==> config.mk <==
export PLATFORM = sky130hd
export DESIGN_NAME = alu_iter_unit
export DESIGN_NICKNAME = d
export VERILOG_FILES = /design/src/rtl/alu_iter_unit.sv
export SDC_FILE = /design/constraint.sdc
export NUM_CORES = 1
export LEC_CHECK = 0
export ABC_CLOCK_PERIOD_IN_PS = 12500
export CORE_MARGIN = 10
export CORE_UTILIZATION = 61
export DETAILED_ROUTE_END_ITERATION = 6
export HOLD_SLACK_MARGIN = 0.02
export PLACE_DENSITY = 0.86
export SLEW_MARGIN = 40
export SYNTH_ARGS = -nofsm -noshare
export SYNTH_HDL_FRONTEND = slang
export SYNTH_SLANG_ARGS = --single-unit
==> constraint.sdc <==
create_clock -name clk -period 12.5 [get_ports clk]
set_input_delay 3.75 -clock clk [delete_from_list [all_inputs] [get_ports clk]]
set_output_delay 3.75 -clock clk [all_outputs]
set_load 0.01 [all_outputs]
==> src/rtl/alu_iter_unit.sv <==
`default_nettype none
// ============================================================================
// Module   : alu_iter_unit
// Brief    : Execute-stage ALU with valid/ready handshakes; single-cycle ops
//            plus iterative shift-add MUL and restoring UDIV.
// Revision : 1.0 - initial release
// ============================================================================
module alu_iter_unit #(
    parameter int WIDTH = 32,
    parameter int CNT_W = $clog2(WIDTH + 1)
) (
    input  logic             clk,
    input  logic             rst,
    input  logic             flush,
    input  logic             in_valid,
    output logic             in_ready,
    input  logic [WIDTH-1:0] in1,
    input  logic [WIDTH-1:0] in2,
    input  logic             carry_in,
    input  logic [3:0]       exe_cmd,
    output logic             out_valid,
    input  logic             out_ready,
    output logic [WIDTH-1:0] result,
    output logic [WIDTH-1:0] rem_out,
    output logic [3:0]       status_bits
);

    localparam logic [3:0] c_OP_MOV  = 4'b0001;
    localparam logic [3:0] c_OP_ADD  = 4'b0010;
    localparam logic [3:0] c_OP_ADC  = 4'b0011;
    localparam logic [3:0] c_OP_SUB  = 4'b0100;
    localparam logic [3:0] c_OP_SBC  = 4'b0101;
    localparam logic [3:0] c_OP_AND  = 4'b0110;
    localparam logic [3:0] c_OP_ORR  = 4'b0111;
    localparam logic [3:0] c_OP_EOR  = 4'b1000;
    localparam logic [3:0] c_OP_MVN  = 4'b1001;
    localparam logic [3:0] c_OP_MUL  = 4'b1010;
    localparam logic [3:0] c_OP_UDIV = 4'b1011;

    typedef enum logic [1:0] {
        S_IDLE = 2'd0,
        S_BUSY = 2'd1,
        S_DONE = 2'd2
    } state_t;

    state_t           r_state;
    state_t           w_state_nxt;
    logic [CNT_W-1:0] r_cnt;
    logic             r_is_div;
    logic [WIDTH-1:0] r_acc;
    logic [WIDTH-1:0] r_opa;
    logic [WIDTH-1:0] r_opb;
    logic [WIDTH-1:0] r_result;
    logic [WIDTH-1:0] r_rem;
    logic [3:0]       r_status;

    logic             w_accept;
    logic             w_iter_op;
    logic [WIDTH:0]   w_ext;
    logic [WIDTH-1:0] w_alu_res;
    logic             w_alu_c;
    logic             w_alu_v;
    logic [WIDTH:0]   w_div_shift;
    logic             w_div_ge;
    logic [WIDTH-1:0] w_acc_nxt;
    logic [WIDTH-1:0] w_opa_nxt;
    logic [WIDTH-1:0] w_opb_nxt;
    logic [WIDTH-1:0] w_fin_res;
    logic [WIDTH-1:0] w_fin_rem;

    assign in_ready    = (r_state == S_IDLE);
    assign out_valid   = (r_state == S_DONE);
    assign result      = r_result;
    assign rem_out     = r_rem;
    assign status_bits = r_status;

    assign w_accept  = in_valid & in_ready & ~flush;
    assign w_iter_op = (exe_cmd == c_OP_MUL) || (exe_cmd == c_OP_UDIV);

    always_ff @(posedge clk or posedge rst) begin
        if (rst) begin
            r_state <= S_IDLE;
        end else begin
            r_state <= w_state_nxt;
        end
    end

    always_comb begin
        w_state_nxt = r_state;
        case (r_state)
            S_IDLE:  if (w_accept) w_state_nxt = w_iter_op ? S_BUSY : S_DONE;
            S_BUSY:  if (r_cnt == CNT_W'(1)) w_state_nxt = S_DONE;
            S_DONE:  if (out_ready) w_state_nxt = S_IDLE;
            default: w_state_nxt = S_IDLE;
        endcase
        if (flush) begin
            w_state_nxt = S_IDLE;
        end
    end

    // Single-cycle ops: arithmetic carried one bit wider so the top bit is C.
    always_comb begin
        w_ext     = '0;
        w_alu_res = '0;
        w_alu_c   = 1'b0;
        w_alu_v   = 1'b0;
        case (exe_cmd)
            c_OP_MOV: w_alu_res = in2;
            c_OP_MVN: w_alu_res = ~in2;
            c_OP_AND: w_alu_res = in1 & in2;
            c_OP_ORR: w_alu_res = in1 | in2;
            c_OP_EOR: w_alu_res = in1 ^ in2;
            c_OP_ADD, c_OP_ADC: begin
                w_ext     = {1'b0, in1} + {1'b0, in2}
                          + {{WIDTH{1'b0}}, (exe_cmd == c_OP_ADC) & carry_in};
                w_alu_res = w_ext[WIDTH-1:0];
                w_alu_c   = w_ext[WIDTH];
                w_alu_v   = (in1[WIDTH-1] == in2[WIDTH-1])
                          && (w_alu_res[WIDTH-1] != in1[WIDTH-1]);
            end
            c_OP_SUB, c_OP_SBC: begin
                w_ext     = {1'b0, in1} - {1'b0, in2}
                          - {{WIDTH{1'b0}}, (exe_cmd == c_OP_SBC) & ~carry_in};
                w_alu_res = w_ext[WIDTH-1:0];
                w_alu_c   = w_ext[WIDTH];
                w_alu_v   = (in1[WIDTH-1] != in2[WIDTH-1])
                          && (w_alu_res[WIDTH-1] != in1[WIDTH-1]);
            end
            default: w_alu_res = '0;
        endcase
    end

    // One iteration step: r_acc is the product or partial remainder, r_opa the
    // multiplier or the dividend/quotient shift register, r_opb the other operand.
    always_comb begin
        w_div_shift = {r_acc, r_opa[WIDTH-1]};
        w_div_ge    = (w_div_shift >= {1'b0, r_opb});
        if (r_is_div) begin
            w_acc_nxt = w_div_ge ? (w_div_shift[WIDTH-1:0] - r_opb) : w_div_shift[WIDTH-1:0];
            w_opa_nxt = {r_opa[WIDTH-2:0], w_div_ge};
            w_opb_nxt = r_opb;
        end else begin
            w_acc_nxt = r_opa[0] ? (r_acc + r_opb) : r_acc;
            w_opa_nxt = r_opa >> 1;
            w_opb_nxt = r_opb << 1;
        end
        w_fin_res = r_is_div ? w_opa_nxt : w_acc_nxt;
        w_fin_rem = r_is_div ? w_acc_nxt : '0;
    end

    always_ff @(posedge clk or posedge rst) begin
        if (rst) begin
            r_cnt    <= '0;
            r_is_div <= 1'b0;
            r_acc    <= '0;
            r_opa    <= '0;
            r_opb    <= '0;
            r_result <= '0;
            r_rem    <= '0;
            r_status <= '0;
        end else if (w_accept) begin
            r_cnt    <= CNT_W'(WIDTH);
            r_is_div <= (exe_cmd == c_OP_UDIV);
            r_acc    <= '0;
            r_opa    <= in1;
            r_opb    <= in2;
            if (!w_iter_op) begin
                r_result <= w_alu_res;
                r_rem    <= '0;
                r_status <= {w_alu_res[WIDTH-1], (w_alu_res == '0), w_alu_c, w_alu_v};
            end
        end else if ((r_state == S_BUSY) && !flush) begin
            r_cnt <= r_cnt - CNT_W'(1);
            r_acc <= w_acc_nxt;
            r_opa <= w_opa_nxt;
            r_opb <= w_opb_nxt;
            if (r_cnt == CNT_W'(1)) begin
                r_result <= w_fin_res;
                r_rem    <= w_fin_rem;
                r_status <= {w_fin_res[WIDTH-1], (w_fin_res == '0), 1'b0,
                             r_is_div & (r_opb == '0)};
            end
        end
    end

endmodule
`default_nettype wire

==> results of run 1 <==
## layer usage
metal	global-route usage (%)	vias to the layer above	wire (um)
li1	-	8945	-
met1	45.0	9239	27800
met2	49.3	1107	28400
met3	5.46	111	6420
met4	10.7	0	1870
met5	0	-	0
## stage by stage
stage / utilization (%) / setup WS [ps] / std cells
after floorplan: - / 3940 / 2458
after global placement: 67.0 / 2750 / 2876
after detailed placement: 67.0 / 2590 / 2876
after CTS: 69.1 / 3030 / 2907
after global routing: 69.1 / 2480 / 2907
final: 69.1 / 2910 / 2907
## final cells by class
cell class,count,area share (%)
clock buffer,19,2.10
clock inverter,12,0.882
inverter,194,3.48
multi-input combinational,1949,63.3
sequential,172,20.4
tap,396,2.34
timing repair buffer,165,7.54
## worst max-delay path, stage by stage
cell and delay [ps]:
clkdlybuf4s50_1 830, or3b_2 790, nor3b_1 350, fa_1 480, ha_1 220, or2_1 250
fa_1 440, o21ai_1 300, a221o_1 290, nand2_1 80, xor2_1 160, a221oi_1 420
nand4_1 170, nor4_1 570, nand4_1 190, nor4b_1 300, nand4_1 160, nor3_2 120
a221o_1 110
## worst paths after layout
check                             from             end  slack, ps  cells after the start
max                         exe_cmd[2]  status_bits[2]       2910                     19
min reg2reg                rem_out[14]     rem_out[14]        480                      2
max reg2reg                   r_opb[0]  status_bits[2]       8050                     14
min in group asynchronous          rst      rem_out[4]       3850                      2
max in group asynchronous          rst       r_opa[23]       7550                      3
min                        rem_out[14]     rem_out[14]        480                      2
## synthesized netlist by cell type, drive strengths merged (14+ instances only)
cell type  number  share of area (%)
xor2           59                2.7
xnor2          65                3.0
nor4           19               0.71
and3           14               0.46
a21o           54                2.1
mux2i          81                4.3
ha            191                 13
buf            47                1.2
nand2b         21               0.69
nor3           42                1.2
o21a           23               0.91
o21bai         15               0.60
nand3          34               0.90
dfrtp         172                 23
a22oi          23               0.94
a211oi         41                1.9
inv           194                3.8
o21ai         158                4.2
o211ai         26                1.0
nor2          195                3.9
o221ai         34                1.6
or3            17               0.56
a31oi          60                2.1
o22ai          16               0.53
nand4          31                1.0
clkbuf         96                1.9
a21oi         202                5.4
nand2         296                5.9
nor2b          18               0.60
## registers in the layout (all words and copies together), names as in the netlist
signal and flops:
r_opb 32, status_bits 3, r_opa 32, result 32, r_state 2, r_is_div 1
r_acc 32, rem_out 32, r_cnt 6
## where the power goes
part,total [mW],internal (mW),leakage (nW),switching (mW)
logic,1.24,0.499,7.13,0.741
registers,0.784,0.649,2.18,0.134
clock network,0.573,0.341,0.297,0.232
## logic make-up after synthesis
kind of cell	Yosys count	share of synthesized area, %
muxes	90	4.84
buffers and inverters	337	6.94
and+or+nand+nor	759	18.9
xor gates and xnor gates	124	5.74
AOI/OAI and AO/OA	779	27.5
adders and majority gates	197	13.3
DFF	172	22.7
==> summary.md, run 1 <==
| Metric | Value |
|---|---|
| Synth warnings | `0` |
| Worst setup EP type | `flop` |
| Max H-tree Level | `4` |
| Worst-path clk slew | `~70 ps` |
| 1st-pass router iterations | `7` |
| Finish-stage setup viols | `0` |
| Most frequent cells in the layout | `295 x nand2_1, 200 x a21oi_1, 194 x nor2_1` |
| Power per cell area | `around 120 nW/um2` |
| Fin. max-slew vios | `0` |
| Total Routed Length | `between 60000 and 70000 um` |
| All-Layer GR Usage | `around a third` |
| Post-synthesis register bit count | `between 150 and 200` |
| Sink Count | `around 170` |
| Achievable Freq | `104 MHz` |
| Tightest Hold Check Type | `flop to flop` |
| Slew margin rel. | `between 40% and 50%` |
| Die area | `between 30000 and 40000 um2` |
| DRC | `2` |
| Sequential Area | `roughly 4300 um2` |
| First-pass GRT wire length | `just over 100000 um` |
| Diodes inserted | `0` |
| Leak | `~9.6 nW` |
| Final hold viol count | `0` |
| Row Count | `64` |
| Multi-input gate area | `approximately 13000 um2` |
| Initial Utilization | `slightly above 60%` |
| Skew-Pair Late Insertion Delay | `440 ps` |
| DR vias | `19402` |
| Post-DRT Antenna Nets | `0` |
| Synthesized cell area | `roughly 19000 um2` |
| RSZ-0062 raised after global routing | `no` |
| Remaining global-route overflow | `0` |
| Clock buffer depth | `2` |
| Sum Neg Setup Slack | `0 ps` |
| Vias in the first global route | `17906` |
| Starting DRT DRC Count | `about 2500` |
| CTS Buf Count | `17` |
| Layout cells sized above 1 | `around 4.8%` |
| Status | `finished with violations` |
| Syn-to-layout area delta | `11.6%` |
| Post-DP Area | `20500 um2` |
| Max Cap Viol | `0` |
| Post-CTS Setup Bufs | `0` |
| Largest net degree at the start of global routing | `slightly above 100` |
| Crit Path Max Fanout | `25` |
| Min Hold Slack | `476 ps` |
| WP data required | `about 13000 ps` |
| Critical Path AT | `9970 ps` |
| Die Wd | `~200 um` |
| Worst VDD drop | `between 0.00009 and 0.0001 V` |
| Dominant synthesized flop cell | `dfrtp_1` |
| Seq/Total Area, Yosys | `22.7%` |
| Final min period | `roughly 9600 ps` |
| Setup CP Type | `primary input to flop` |
| Failing checks | `design-rule violations` |
| DPL Wire Length | `49500 um` |
| GPL Wtd Cong | `just under 1` |
| Design Power | `2.60 mW` |
| Mean Syn Cell Area | `between 7 and 8 um2` |
| Mapped Cells | `2458` |
| Wire per inst | `roughly 22 um` |
| Final period utilization | `about three quarters` |
| Critical Path Source Type | `primary input` |
| Cts repair resizes | `0` |
| Mapped Nets | `approximately 2700` |
| Clock root buffer | `clkbuf_16` |
| # hold bufs at CTS | `0` |
| Fin area | `between 20000 and 25000 um2` |
| Die height | `slightly below 200 um` |
| Clk_skew | `a little under 8 ps` |
| Placeable Area | `around 30000 um2` |
| Most common cell after layout, fill and taps aside | `nand2_1` |
| Number of distinct library cells after synthesis | `approximately 110` |
| Post-synth EDFFs | `0` |
| Async set-reset flop share out of synthesis | `between 90% and 100%` |
| Fillers | `2593` |
| CTS tree | `done` |
| Vias/cell | `6.67` |
| Number of port buffers | `roughly 140` |
| Worst-margin pin slew | `798 ps` |
| Initial antenna violation count | `0` |
| IO Pins | `approximately 140` |
| Nets | `between 2000 and 3000` |
Power figures use the tool's default switching activity.
==> inputs of run 2 (changes only) <==
ABC_CLOCK_PERIOD_IN_PS = 10000   (was 12500)
clock period = 10 ns   (was 12.5 ns; I/O delays follow)
==> run 2 against run 1 <==
The flow now finishes without violations. Non-clock buffer count up 2. Clock power up 18%. Critical path depth unchanged. Clock-buffer cell count up 1. Largest power group unchanged. Register-to-register slack worse by 3000 ps. Sequential share of layout area about the same. Highest routed layer unchanged. Sequential power up 25%. Largest cell class unchanged. Core utilization about the same. Flip-flop and latch count unchanged.
==> summary.md, run 2 (synthesized netlist as in run 1, its figures left out) <==
| Metric | Value |
|---|---|
| Status | `finished clean` |
| First-pass GRT wire length | `100000 um (-0.25%)` |
| # hold bufs at CTS | `0 (unchanged)` |
| Final period utilization | `just under 90%` |
| Tightest Hold Check Type | `flop to flop` |
| Critical Path AT | `9040 ps (-930 ps)` |
| IO Pins | `144 (unchanged)` |
| Total Routed Length | `64900 um (+0.52%)` |
| Nets | `2772 (+0.072%)` |
| WP data required | `10380 ps (-2500 ps)` |
| Initial Utilization | `61.9% (unchanged)` |
| RSZ-0062 raised after global routing | `no` |
| Worst setup margin | `1340 ps (-1570 ps)` |
| GPL Wtd Cong | `0.976 (-0.70%)` |
| Dpl ws | `1120 ps (-1460 ps)` |
| DR vias | `19478 (+0.39%)` |
| DRC | `0 (-2)` |
| Diodes inserted | `0 (unchanged)` |
| Global Route met1 Usage | `44.5% (-0.51 points)` |
| Setup CP Type | `primary input to flop` |
| Layout cells sized above 1 | `4.89% (+0.11 points)` |
| Placeable Area | `30600 um2 (unchanged)` |
| Worst-margin pin slew | `802 ps (+3.58 ps)` |
| All-Layer GR Usage | `32.2% (about the same)` |
| Met3 Usage GRT | `6.22% (+0.77 points)` |
| Worst R2R Path Depth | `15 (+1)` |
| Clock root buffer | `clkbuf_16` |
| Max Cap Viol | `0 (unchanged)` |
| Die height | `196 um (unchanged)` |
| DPL Wire Length | `49500 um (+0.12%)` |
| Critical Path Source Type | `primary input` |
| Number of port buffers | `143 (unchanged)` |
| Crit Path Max Fanout | `18 (-28%)` |
| Largest net degree at the start of global routing | `95 (-5.9%)` |
| Worst-path clk slew | `70 ps (about the same)` |
| Power per cell area | `152 nW/um2 (+24%)` |
| Skew-Pair Late Insertion Delay | `440 ps (about the same)` |
| Sink Count | `172 (unchanged)` |
| Leak | `9.61 nW (about the same)` |
| Post-DRT Antenna Nets | `0 (unchanged)` |
| Worst setup EP type | `flop` |
| Finish-stage setup viols | `0 (unchanged)` |
| Worst VDD drop | `0.000117 V (+18%)` |
| Cts repair resizes | `0 (unchanged)` |
| Die area | `38500 um2 (unchanged)` |
| Remaining global-route overflow | `0 (unchanged)` |
| Most common cell after layout, fill and taps aside | `nand2_1` |
| Starting DRT DRC Count | `2698 (+7.3%)` |
| Initial antenna violation count | `0 (unchanged)` |
| 1st-pass router iterations | `6 (-1)` |
| Achievable Freq | `~120 MHz` |
| Clk_skew | `10.3 ps (+2.35 ps)` |
| Sum Neg Setup Slack | `0 ps (unchanged)` |
| Clock buffer depth | `2 (unchanged)` |
| Post-CTS Setup Bufs | `0 (unchanged)` |
| Max H-tree Level | `4 (unchanged)` |
| Row Count | `64 (unchanged)` |
| Worst hold path depth | `2 (unchanged)` |
| Die Wd | `196 um (unchanged)` |
| Wire per inst | `22.3 um (+0.42%)` |
| CTS tree | `done` |
| Syn-to-layout area delta | `11.6% (about the same)` |
| Final hold viol count | `0 (unchanged)` |
| Most frequent cells in the layout | `295 x nand2_1, 200 x a21oi_1, 194 x nor2_1` |
| Vias in the first global route | `17988 (+0.46%)` |
| Final min period | `8660 ps` |
| Global routing's busiest layer | `met2` |
| Fin. max-slew vios | `0 (unchanged)` |
| Vias/cell | `6.69 (+0.29%)` |
| Met2 Usage GRT | `49.0% (-0.29 points)` |
| Slew margin rel. | `46.5% (-0.11 points)` |
| CTS Buf Count | `17 (unchanged)` |
run 2: changes by cell type in the layout (fill, tap and decap cells not counted), sizes merged:
| cell | previous run | this run |
|---|---|---|
| clkbuf | 19 | 20 |
| bufinv | 4 | 2 |
| buf | 24 | 26 |
| clkinvlp | 3 | 4 |
| clkinv | 2 | 3 |
run 2: area by class of cell:
class                      count  area (um2)
sequential                   172        4310
clock buffer                  20         467
fill                        2513        9470
timing repair buffer         167        1610
inverter                     194         736
multi-input combinational   1949       13400
tap                          396         495
clock inverter                12         135
run 2: worst max-delay path: stages:
cell	delay, ps
clkdlybuf4s50_1	830
or3b_2	520
nor3b_1	270
fa_1	490
ha_1	220
or2_1	240
fa_1	460
o21ai_1	280
a221o_1	280
nand2_1	90
xor2_1	160
a221oi_1	480
nand4_1	180
nor4_1	580
nand4_1	190
nor4b_1	320
nand4_1	170
nor3_2	140
a221o_1	130
run 2: final timing paths:
path                       slack, ps             end  startpoint
max reg2reg                     5090  status_bits[2]    r_opb[4]
max                             1340  status_bits[2]  exe_cmd[2]
min                              470       result[5]   result[5]
min in group asynchronous       3090      rem_out[4]         rst
min reg2reg                      470       result[5]   result[5]
max in group asynchronous       5650        r_is_div         rst
run 2: per-stage QoR:
stage | instances | total power, mW | area (um2) | hold slack [ps] | utilization [%]
floorplan | 2458 | 2.00 | 18900 | 466 | -
global placement | 2878 | 2.45 | 20500 | 449 | 67.0
detailed placement | 2878 | 2.49 | 20500 | 463 | 67.0
CTS | 2910 | 3.17 | 21100 | 477 | 69.0
global route | 2910 | 3.39 | 21100 | 499 | 69.0
finish | 2910 | 3.22 | 21100 | 473 | 69.0
run 2: per-layer routing:
layer	vias up	routed length, um
met2	1169	28200
met1	9204	27700
li1	8972	-
met3	133	6900
met5	-	0
met4	0	2110
run 2: power by group:
| part | switching (mW) | internal, mW | total [mW] |
|---|---|---|---|
| Sequential | 0.170 | 0.812 | 0.982 |
| Clock | 0.289 | 0.389 | 0.678 |
| Combinational | 0.932 | 0.625 | 1.56 |
==> inputs of run 3 (changes only) <==
ABC_CLOCK_PERIOD_IN_PS = 8500   (was 10000)
GPL_ROUTABILITY_DRIVEN = 0   (was unset)
PLACE_DENSITY = 0.92   (was 0.86)
clock period = 8.5 ns   (was 10 ns; I/O delays follow)
==> run 3 against run 2 <==
The flow now finishes with violations (design-rule violations). Sequential power up 17%. Setup slack worse by 510 ps. Global-route usage down 1.3 points. Largest power group unchanged. Highest routed layer unchanged. Final cell count about the same. Critical path depth unchanged. Die area unchanged. Flip-flop and latch count unchanged. Worst hold slack better by 4.2 ps. Register-to-register slack worse by 1100 ps. Power up 19%. Largest cell class unchanged.
==> summary.md, run 3 (synthesized netlist as in run 1, its figures left out) <==
| Metric | Value |
|---|---|
| Layout cells sized above 1 | `5.05% (+0.16 points)` |
| Initial Utilization | `61.9% (unchanged)` |
| Vias/cell | `6.90 (+3.1%)` |
| First-pass GRT wire length | `98400 um (-2.1%)` |
| Tightest Hold Check Type | `flop to flop` |
| CTS tree | `done` |
| Finish-stage setup viols | `0 (unchanged)` |
| DRC | `2 (+2)` |
| CTS Buf Count | `17 (unchanged)` |
| Net Switching | `1.66 mW (+19%)` |
| Die height | `196 um (unchanged)` |
| Nets | `2774 (+0.072%)` |
| Power per cell area | `181 nW/um2 (+19%)` |
| Syn-to-layout area delta | `12.0%` |
| Worst-path cell chain | `clkdlybuf4s50_1 -> or3b_2 -> nor3b_1 -> fa_1 -> ha_1 -> or2_1 -> fa_1 -> o21ai_1 -> a221o_1 -> nand2_1 -> xor2_1 -> a221oi_1 -> nand4_1 -> nor4_1 -> nand4_1 -> nor4b_1 -> nand4_1 -> nor3_2 -> a221o_1` |
| Worst-margin pin slew | `861 ps (+59.1 ps)` |
| Dpl ws | `596 ps (-526 ps)` |
| Worst path bufs/invs | `1 (unchanged)` |
| RSZ-0062 raised after global routing | `no` |
| Multi-input gate area | `13400 um2 (+0.11%)` |
| Total Routed Length | `62800 um (-3.2%)` |
| Diodes inserted | `0 (unchanged)` |
| Switching Fraction | `43.2% (about the same)` |
| DR vias | `20088 (+3.1%)` |
| R2R Setup Slk | `4000 ps (-1090 ps)` |
| Clock root buffer | `clkbuf_16` |
| Post-CTS Setup Bufs | `0 (unchanged)` |
| Skew-Pair Late Insertion Delay | `450 ps (about the same)` |
| WP data required | `8900 ps (-1480 ps)` |
| Status | `finished with violations` |
| Vias in the first global route | `18552 (+3.1%)` |
| Worst setup margin | `829 ps (-510 ps)` |
| Largest net degree at the start of global routing | `110 (+16%)` |
| P_int | `2.18 mW (+19%)` |
| Final core occ | `69.3% (+0.25 points)` |
| Cell depth of the worst setup path | `19 (unchanged)` |
| Combinational Power Share | `48.1% (-0.3 points)` |
| Die Wd | `196 um (unchanged)` |
| Crit Path Max Fanout | `4 (-14)` |
| Number of port buffers | `143 (unchanged)` |
| Die area | `38500 um2 (unchanged)` |
| Final min period | `7670 ps` |
| Critical Path Source Type | `primary input` |
| Worst setup EP type | `flop` |
| Sequential Power Share | `30.1% (-0.4 points)` |
| Critical Path AT | `8070 ps (-970 ps)` |
| Initial antenna violation count | `0 (unchanged)` |
| Most common cell after layout, fill and taps aside | `nand2_1` |
| Most frequent CP cell | `nand4_1` |
| Clock buffer depth | `2 (unchanged)` |
| Cts repair resizes | `0 (unchanged)` |
| Fillers | `2258 (-10%)` |
| Row Count | `64 (unchanged)` |
| 1st-pass router iterations | `7 (+1)` |
| CP delay by family, top | `simple AND/OR/NAND/NOR gates` |
| Remaining global-route overflow | `0 (unchanged)` |
| Achievable Freq | `about 130 MHz` |
| Starting DRT DRC Count | `3010 (+12%)` |
| Worst VDD drop | `0.000160 V (+37%)` |
| Worst-path clk slew | `70 ps (about the same)` |
| Slew margin rel. | `42.6% (-3.9 points)` |
| All-Layer GR Usage | `30.9% (-1.3 points)` |
| Sum Neg Setup Slack | `0 ps (unchanged)` |
| DPL Wire Length | `46600 um (-5.9%)` |
| Leak | `9.64 nW (+0.38%)` |
| Critical path origin | `exe_cmd[2]` |
| Final period utilization | `approximately nine tenths` |
| CP peak stage delay | `560 ps (-270 ps)` |
| Crit path capture | `status_bits[2]` |
| Sink Count | `172 (unchanged)` |
| Setup CP Type | `primary input to flop` |
| Critical R2R Launch | `r_opb[0]` |
| Sequential Area | `4310 um2 (unchanged)` |
| Clk_skew | `11.6 ps (+1.33 ps)` |
| Final hold viol count | `0 (unchanged)` |
| Max H-tree Level | `4 (unchanged)` |
| Clock power frac | `21.9% (+0.8 points)` |
| Placeable Area | `30600 um2 (unchanged)` |
| Post-DRT Antenna Nets | `0 (unchanged)` |
| # hold bufs at CTS | `0 (unchanged)` |
| Wire per inst | `21.6 um (-3.2%)` |
| IO Pins | `144 (unchanged)` |
| Max Cap Viol | `0 (unchanged)` |
| Failing checks | `design-rule violations` |
| Most frequent cells in the layout | `295 x nand2_1, 200 x a21oi_1, 194 x nor2_1` |
| Worst R2R Path Depth | `14 (-1)` |
| Worst path slowest cell | `nor4_1` |
| R2R Path End | `status_bits[2]` |
| Fin. max-slew vios | `0 (unchanged)` |
| Worst hold path depth | `2 (unchanged)` |
-- run 3: cell type report --
| type | instances | area share (%) |
|---|---|---|
| multi-input combinational | 1949 | 63.1 |
| timing repair buffer | 169 | 7.75 |
| clock inverter | 13 | 0.832 |
| tap | 396 | 2.34 |
| sequential | 172 | 20.3 |
| inverter | 194 | 3.47 |
| clock buffer | 19 | 2.14 |
-- run 3: worst register-to-register path, delay by kind of cell (launching register included) --
kind / cells / cell delay (ps)
AOI/OAI and AO/OA: 7 / 1820
and+or+nand+nor: 4 / 1210
adders and majority gates: 2 / 720
DFF: 1 / 520
xor gates and xnor gates: 1 / 190
-- run 3: stage by stage --
step / hold WS [ps] / power, mW / cell area, um2 / instances
floorplan: 466 / 2.35 / 18900 / 2458
global route: 499 / 4.02 / 21200 / 2912
detailed placement: 469 / 2.91 / 20500 / 2879
global placement: 452 / 2.83 / 20500 / 2879
CTS: 484 / 3.75 / 21200 / 2911
finish: 478 / 3.84 / 21200 / 2912
-- run 3: layer usage --
layer / global-route usage, % / vias up / routed length [um]
met5: 0 / - / 0
met4: 14.9 / 0 / 3350
met3: 6.96 / 294 / 8290
met2: 47.6 / 1573 / 27500
met1: 40.2 / 9266 / 23700
li1: - / 8955 / -
-- run 3: power by group through the flow --
stage                     clock (mW)  sequential [mW]  combinational, mW
after global placement             0             1.15               1.68
after detailed placement           0             1.15               1.76
after CTS                      0.834             1.14               1.78
after floorplan                    0             1.10               1.25
after global routing           0.869             1.16               1.99
final                          0.838             1.15               1.84
-- run 3: worst min path at each step --
stage / from / endpoint / slack, ps
final: result[5] / result[5] / 480
after global routing: rem_out[17] / rem_out[17] / 500
after CTS: rem_out[28] / rem_out[28] / 480
after detailed placement: rem_out[28] / rem_out[28] / 470
after global placement: result[5] / result[5] / 450
after floorplan: r_cnt[1] / r_cnt[1] / 470
